===== src/rtl/rng_pkg.sv =====
// Shared definitions for the random-bit FIFO read path.
// No logic of its own; zero latency.
// No flow control; constants and a pure helper function only.
package rng_pkg;

  localparam int RNG_WORD_W         = 32;
  localparam int RNG_BYTES_PER_WORD = 4;

  typedef enum logic [1:0] {
    ST_IDLE = 2'd0,
    ST_WAIT = 2'd1,
    ST_POP  = 2'd2,
    ST_DONE = 2'd3
  } arb_state_t;

  // Index reached by stepping 'off' places from 'base' in a ring of 'n'.
  // Callers keep base < n and off < n, so one subtraction is enough.
  function automatic int rr_wrap(input int base, input int off, input int n);
    int s;
    s = base + off;
    return (s >= n) ? (s - n) : s;
  endfunction

endpackage


===== src/rtl/rng_read_arbiter_rr_pick.sv =====
// Round-robin selector: first set request at or after ptr, wrapping.
// Purely combinational, zero latency.
// No flow control; the caller decides when to take the winner.
module rr_pick
  import rng_pkg::*;
#(
  parameter int N_REQ = 2,
  parameter int PTR_W = 1
) (
  input  logic [N_REQ-1:0] req,
  input  logic [PTR_W-1:0] ptr,
  output logic [N_REQ-1:0] win_oh,
  output logic [PTR_W-1:0] win_idx
);

  logic [PTR_W-1:0] cand;
  logic             hit;

  // Scan offsets from farthest to nearest so the nearest requester wins last.
  always_comb begin
    win_idx = '0;
    hit     = 1'b0;
    cand    = '0;
    for (int i = N_REQ - 1; i >= 0; i--) begin
      cand = PTR_W'(rr_wrap(int'(ptr), i, N_REQ));
      if (req[cand]) begin
        win_idx = cand;
        hit     = 1'b1;
      end
    end
  end

  assign win_oh = hit ? (N_REQ'(1) << win_idx) : '0;

endmodule


===== src/rtl/rng_read_arbiter.sv =====
// Shares the destructive FIFO word read between N_REQ requesters, round-robin.
// Pop 2 cycles after IDLE samples a request (if a word is ready), grant 1 cycle later.
// Waits while the FIFO holds less than a word; abandons on request drop or timeout.
module rng_read_arbiter
  import rng_pkg::*;
#(
  parameter int N_REQ          = 2,
  parameter int WORD_W         = RNG_WORD_W,
  parameter int CNT_W          = 5,
  parameter int BYTES_PER_WORD = RNG_BYTES_PER_WORD,
  parameter int TIMEOUT        = 1023
) (
  input  logic              i_clock,
  input  logic              i_rst,
  input  logic [N_REQ-1:0]  i_req,
  output logic [N_REQ-1:0]  o_grant,
  output logic [N_REQ-1:0]  o_timeout,
  output logic [WORD_W-1:0] o_data,
  output logic              o_busy,
  output logic              o_fifo_read,
  input  logic [CNT_W-1:0]  i_fifo_bytes,
  input  logic [WORD_W-1:0] i_fifo_data
);

  localparam int PTR_W   = (N_REQ > 1) ? $clog2(N_REQ) : 1;
  // A zero TIMEOUT disables the counter, but it still needs a legal width.
  localparam int TCNT_W  = (TIMEOUT == 0) ? 1 : $clog2(TIMEOUT + 1);
  localparam int TO_LAST_I = (TIMEOUT == 0) ? 0 : TIMEOUT - 1;
  localparam logic [TCNT_W-1:0] TO_LAST = TCNT_W'(TO_LAST_I);

  arb_state_t        state;
  logic [PTR_W-1:0]  rr_ptr;
  logic [PTR_W-1:0]  owner;
  logic [N_REQ-1:0]  owner_oh;
  logic [TCNT_W-1:0] wait_cnt;
  logic [N_REQ-1:0]  grant_q;
  logic [N_REQ-1:0]  timeout_q;
  logic [WORD_W-1:0] data_q;

  logic [N_REQ-1:0]  pick_oh;
  logic [PTR_W-1:0]  pick_idx;
  logic [PTR_W-1:0]  owner_next;
  logic              word_ready;

  rr_pick #(
    .N_REQ (N_REQ),
    .PTR_W (PTR_W)
  ) u_pick (
    .req     (i_req),
    .ptr     (rr_ptr),
    .win_oh  (pick_oh),
    .win_idx (pick_idx)
  );

  assign owner_next = (owner == PTR_W'(N_REQ - 1)) ? '0 : owner + 1'b1;
  assign word_ready = (i_fifo_bytes >= CNT_W'(BYTES_PER_WORD));

  // Arbitration FSM with owner/pointer bookkeeping, wait counter and word capture.
  always_ff @(posedge i_clock) begin
    if (i_rst) begin
      state     <= ST_IDLE;
      rr_ptr    <= '0;
      owner     <= '0;
      owner_oh  <= '0;
      wait_cnt  <= '0;
      grant_q   <= '0;
      timeout_q <= '0;
      data_q    <= '0;
    end else begin
      grant_q   <= '0;
      timeout_q <= '0;
      case (state)
        ST_IDLE: begin
          wait_cnt <= '0;
          if (|i_req) begin
            owner    <= pick_idx;
            owner_oh <= pick_oh;
            state    <= ST_WAIT;
          end
        end
        ST_WAIT: begin
          if (!i_req[owner]) begin
            // Requester gave up: no pop, and it keeps its place in the ring.
            state <= ST_IDLE;
          end else if (word_ready) begin
            state <= ST_POP;
          end else if ((TIMEOUT != 0) && (wait_cnt == TO_LAST)) begin
            timeout_q <= owner_oh;
            rr_ptr    <= owner_next;
            state     <= ST_IDLE;
          end else if (wait_cnt != '1) begin
            wait_cnt <= wait_cnt + 1'b1;
          end
        end
        ST_POP: begin
          data_q  <= i_fifo_data;
          grant_q <= owner_oh;
          state   <= ST_DONE;
        end
        ST_DONE: begin
          rr_ptr <= owner_next;
          state  <= ST_IDLE;
        end
        default: state <= ST_IDLE;
      endcase
    end
  end

  assign o_grant     = grant_q;
  assign o_timeout   = timeout_q;
  assign o_data      = data_q;
  assign o_busy      = (state != ST_IDLE);
  // Gated by reset so a reset landing in POP never destroys a FIFO word.
  assign o_fifo_read = (state == ST_POP) & ~i_rst;

endmodule

===== config.mk =====
export PLATFORM = sky130hd
export DESIGN_NAME = rng_read_arbiter
export DESIGN_NICKNAME = d
export VERILOG_FILES = /design/src/rtl/rng_pkg.sv /design/src/rtl/rng_read_arbiter_rr_pick.sv /design/src/rtl/rng_read_arbiter.sv
export SDC_FILE = /design/constraint.sdc
export NUM_CORES = 1
export LEC_CHECK = 0
export ABC_AREA = 1
export CAP_MARGIN = 20
export CELL_PAD_IN_SITES_DETAIL_PLACEMENT = 0
export CELL_PAD_IN_SITES_GLOBAL_PLACEMENT = 1
export CORE_MARGIN = 2
export CORE_UTILIZATION = 30
export DETAILED_ROUTE_END_ITERATION = 12
export PLACE_DENSITY_LB_ADDON = 0.1
export SYNTH_ARGS = -nofsm -noshare
export SYNTH_HDL_FRONTEND = slang
export SYNTH_SLANG_ARGS = --single-unit

===== constraint.sdc =====
create_clock -name i_clock -period 3.2 [get_ports i_clock]
set_input_delay 0.8 -clock i_clock [delete_from_list [all_inputs] [get_ports i_clock]]
set_output_delay 0.8 -clock i_clock [all_outputs]
set_load 0.02 [all_outputs]

Word-level counts from Yosys, hierarchy flattened

Cells that the tools add are included.

Add/sub/neg operators: 5
Magnitude comparators: 6
Eq/ne operators: 12
Shift operators: 1
Muxes and demuxes: 28
Bitwise operators: 6
Reductions and logical operators: 11

Operators by type and width:

| operator                                                    | number |
|---|---|
| 2-to-1 mux 10 bit                                           | 4 |
| case mux 10 bit (2 select lines)                            | 1 |
| 2-to-1 mux 1 bit                                            | 16 |
| inequality test 2 bit (second input constant)               | 6 |
| adder 10 x 1 -> 10 bit (second input constant)              | 1 |
| == test 10 bit (second input constant)                      | 1 |
| 2-to-1 mux 2 bit                                            | 5 |
| inequality test 10 bit (second input constant)              | 1 |
| case mux 2 bit (4 select lines)                             | 1 |
| less-than comparator 1 x 2 -> 1 bit (second input constant) | 3 |
| nonzero test 2 bit                                          | 3 |
| >= comparator 5 x 3 -> 1 bit (second input constant)        | 1 |
| inverter 1 bit                                              | 5 |
| AND reduction 5 bit                                         | 1 |
| OR reduction 5 bit                                          | 1 |
| == test 2 bit (second input constant)                       | 2 |
| inequality test 4 bit (second input constant)               | 1 |
| AND reduction 2 bit                                         | 2 |
| AND reduction 4 bit                                         | 1 |
| OR reduction 2 bit                                          | 2 |
| adder 1 x 1 -> 2 bit (second input constant)                | 1 |
| == test 2 x 1 -> 1 bit (second input constant)              | 1 |
| >= comparator 1 x 2 -> 1 bit (second input constant)        | 1 |
| >= comparator 2 bit (second input constant)                 | 1 |
| 6 further kinds                                             | 7 |

Register bits after elaboration: 52
Bits of input ports: 41
Output and inout bits: 38
Logic and storage cells: 77

Depth between registers and ports, before layout

Word-level depth: 9
Gate-level depth with buffers: 11
Mapped depth without buffers: 10

Cells and area by module

Synthesis repeated with hierarchy kept, for this count alone.

Cell total of the unflattened synthesis: 326
Area total of the unflattened synthesis: 2284.7 µm²

By module, submodules not included:

| module           | instances | cells an instance | area each (µm²) | sequential area each (µm²) |
|---|---|---|---|---|
| rng_read_arbiter | 1         | 321               | 2255.9          | 1041.0 |
| rr_pick          | 1         | 5                 | 28.8            | 0.0 |

Worst setup path after synthesis

Ideal clock, no wire load.

Path type: input to output
From: input i_rst
To: output o_fifo_read
Data arrival time: 1.290 ns
Required time: 2.400 ns
Setup slack: 1.110 ns
Stages: 2
Path buffers: 1
Path through: clkbuf_1 > nor2_1

Longest elaborated chain between the ends: 2

Ends and longest elaborated chain:

| what               | line                    | source |
|---|---|---|
| start: declaration | rng_read_arbiter.sv:14  | `input logic i_rst,` |
| inverter 1 bit     | rng_read_arbiter.sv:114 | `assign o_fifo_read = (state == ST_POP) & ~i_rst;` |
| bitwise AND 1 bit  | rng_read_arbiter.sv:114 |  |
| end: declaration   | rng_read_arbiter.sv:20  | `output logic o_fifo_read,` |

No other way between the ends.

Final worst setup path

Same ends and word-level chain as after synthesis.

==> impl_metrics.ini <==
[status]
status = complete, no violations

[clock_tree]
clk_pin_slew_ns = 0.10
postCtsSetupBuffers = 0
cts-htree-levels = 2
hold_buffers = 0
cts_tree = done
cts_resized = 0
cts.sinks = 52
ctsRootBufferMaster = clkbuf_8
worst_skew_pair.late_latency_ns = 0.30
cts_buffer_depth = 2
cts-buffers-inserted = 5

[layout]
antenna_cells = 0
multi_input_area_sq_um = 1040
seq_area_sq_um = 1040
area_delta_synth_final_pct = 41.6
fillCellCount = 790
final_core_utilization_pct = 44.0
drive_gt1_share_pct = 8.51
nets = 430

[global_routing]
grt_pass1_wl_microns = 9920
grt.total_usage_pct = 14.4
grt_pass1_vias = 2196
grt_max_degree = 36
antenna_found_initial = 0
grt_overflow = 0

[detailed_routing]
dr_total_vias = 2167
via_per_inst = 4.45
avgRoutedWirePerCell_microns = 12.1
drt_wl_total_microns = 5910
drtIter0Drc = 67
drtPass1Iterations = 4
drc = 0
ant_nets = 0

[die]
core_area_sq_um = 7290
die_x_microns = 90.9
rows = 31
dieArea_sq_um = 8260
io_pins = 79
initial_core_util_pct = 31.1
fp.dieH_microns = 90.9

[worst_setup_path]
r2r_slack_ns = 1.37
worstPathRequired_ns = 2.40
crit_path_end_kind = primary output
cp-start-kind = input port
cpMostUsedCell = clkdlybuf4s50_1
crit_chain = clkdlybuf4s50_1, nor2_1, clkdlybuf4s50_1
path_delay_family = buffers and inverters
crit_type = input port to primary output
slowest_delay_ns = 0.60
cp_max_fo = 2
cpMaxStageDelayCell = clkdlybuf4s50_1
crit_arrival_ns = 1.93
path_buf_inv = 2

[power_and_ir_drop]
powerDensity_nw_per_um2 = 422
p_seq_share_pct = 51.5
ir_drop_uv = 198
p_clk_share_pct = 28.8
total_power_mw = 1.35
switching_power_uw = 393
p_int_uw = 961
swShare_pct = 29.0
power_leakage_nw = 1.31
combinationalPowerShare_pct = 19.7

[synthesis]
ys.warnings.count = 0
ys_seq_elements = 52
synth_cells = 311
synth_top_cell_by_area = dfxtp_1
synth_commonest_cells = nor2_1 (87), dfxtp_1 (52), nand2_1 (41)
synth_ff_type = dfxtp_1
syn_area_sq_um = 2270
yosys-top-cells-area = dfxtp_1 (46%), nor2_1 (14%), o21ai_0 (7.3%), nand2_1 (6.8%), inv_1 (4.1%)
ys_seq_area_share_pct = 45.9
synth_edf_count = 0
syn_area_per_cell_sq_um = 7.29
synth_top_area_share_pct = 45.9
async_flop_share_pct = 0
synthesis.nets = 354
synthDistinctLibCells = 28
post-synth-top-count-cell = nor2_1

[place]
dp.final_hpwl_microns = 3990
gp_congestion = 0.777
portBuffers = 76

[timing]
setup_tns_ns = 0
min_period_ns = 2.73
finalCritPeriodShare_pct = 85.2
skew_ns = 0.00475
slew_violations = 0
rsz0062_at_grt = false
tightest_slew_ns = 0.385
hold_ws_ns = 0.465
fmax_ghz = 0.367
setup_viol = 0
hold_viol_final = 0
relSlewSlack_pct = 74.3

[run]
max_cap_violations = 0

[min_path]
min_path_type = flip-flop to flip-flop
## flip-flops by register name, indices dropped and copies added, names as in the netlist, named ones only
name	flops
o_grant	2
owner	1
wait_cnt	10
owner_oh	2
o_timeout	2
o_data	32
rr_ptr	1
state	1
## power groups by stage
| stage | logic (mW) | registers, mW | clock network (mW) |
|---|---|---|---|
| finish | 0.267 | 0.697 | 0.389 |
| global route | 0.292 | 0.702 | 0.428 |
| CTS | 0.270 | 0.698 | 0.405 |
| detailed placement | 0.269 | 0.712 | 0 |
| global placement | 0.270 | 0.711 | 0 |
| floorplan | 0.113 | 0.740 | 0 |
## stage by stage
stage | setup slack (ns) | instance area [sq um] | instances
6_report | 0.475 | 3210 | 487
5_1_grt | 0.409 | 3210 | 487
4_1_cts | 0.461 | 3210 | 487
3_5_place_dp | 0.472 | 3120 | 479
3_3_place_gp | 0.478 | 3120 | 479
2_1_floorplan | 1.11 | 2270 | 311
## cell type report
cell class,instances,share of cell area [%]
repair buffers,82,25.1
multi-input cells,218,32.6
flip-flops and latches,52,32.4
clock inverters,2,0.429
well taps,99,3.86
clock buffers,6,2.26
inverters,28,3.35
## layout by cell type, fill, tap and decap left out, types with 6 or more instances in the layout
cell type        count
nand2_1             41
nand3_2              7
clkdlybuf4s50_1     76
nand3_1             15
inv_1               25
a21oi_1             10
dfxtp_1             52
o21ai_0             33
buf_4                6
nor2_1              86
## per-layer routing
layer  vias to the layer above  part of all wire [%]  track usage [%]
met3                         6                   8.4             5.76
met4                         0                   1.1             3.79
met2                        49                    44             23.8
li1                       1142                     -                -
met5                         -                     0                0
met1                       970                    47             17.5
## tightest hold or removal path: cells and delay by family (launching register included)
kind          cells  cell delay, ns
flops             1            0.32
buf+inv           1            0.07
simple gates      1            0.04
## cell families (layout without fill, tap and decap cells)
logic type               count (synthesis)  count (layout)  synth area share, %
flip-flops                              52              52                 45.9
adder cells (fa/ha/maj)                  2               2                 1.10
AO/OA/AOI/OAI                           46              46                 10.9
XOR/XNOR                                 1               1                0.387
AND/OR/NAND/NOR                        169             169                 33.6
buffers and inverters                   41             118                 8.06
## path summary, 6_finish.rpt
kind / depth (start not counted) / start / end
worst min-delay path: 2 / owner_oh[1] / o_timeout[1]
worst max-delay path: 3 / i_rst / o_fifo_read
worst min register to register: 2 / owner_oh[1] / o_timeout[1]
worst max register to register: 10 / wait_cnt[0] / wait_cnt[6]
Note: power is estimated with default switching activity, not from simulation.
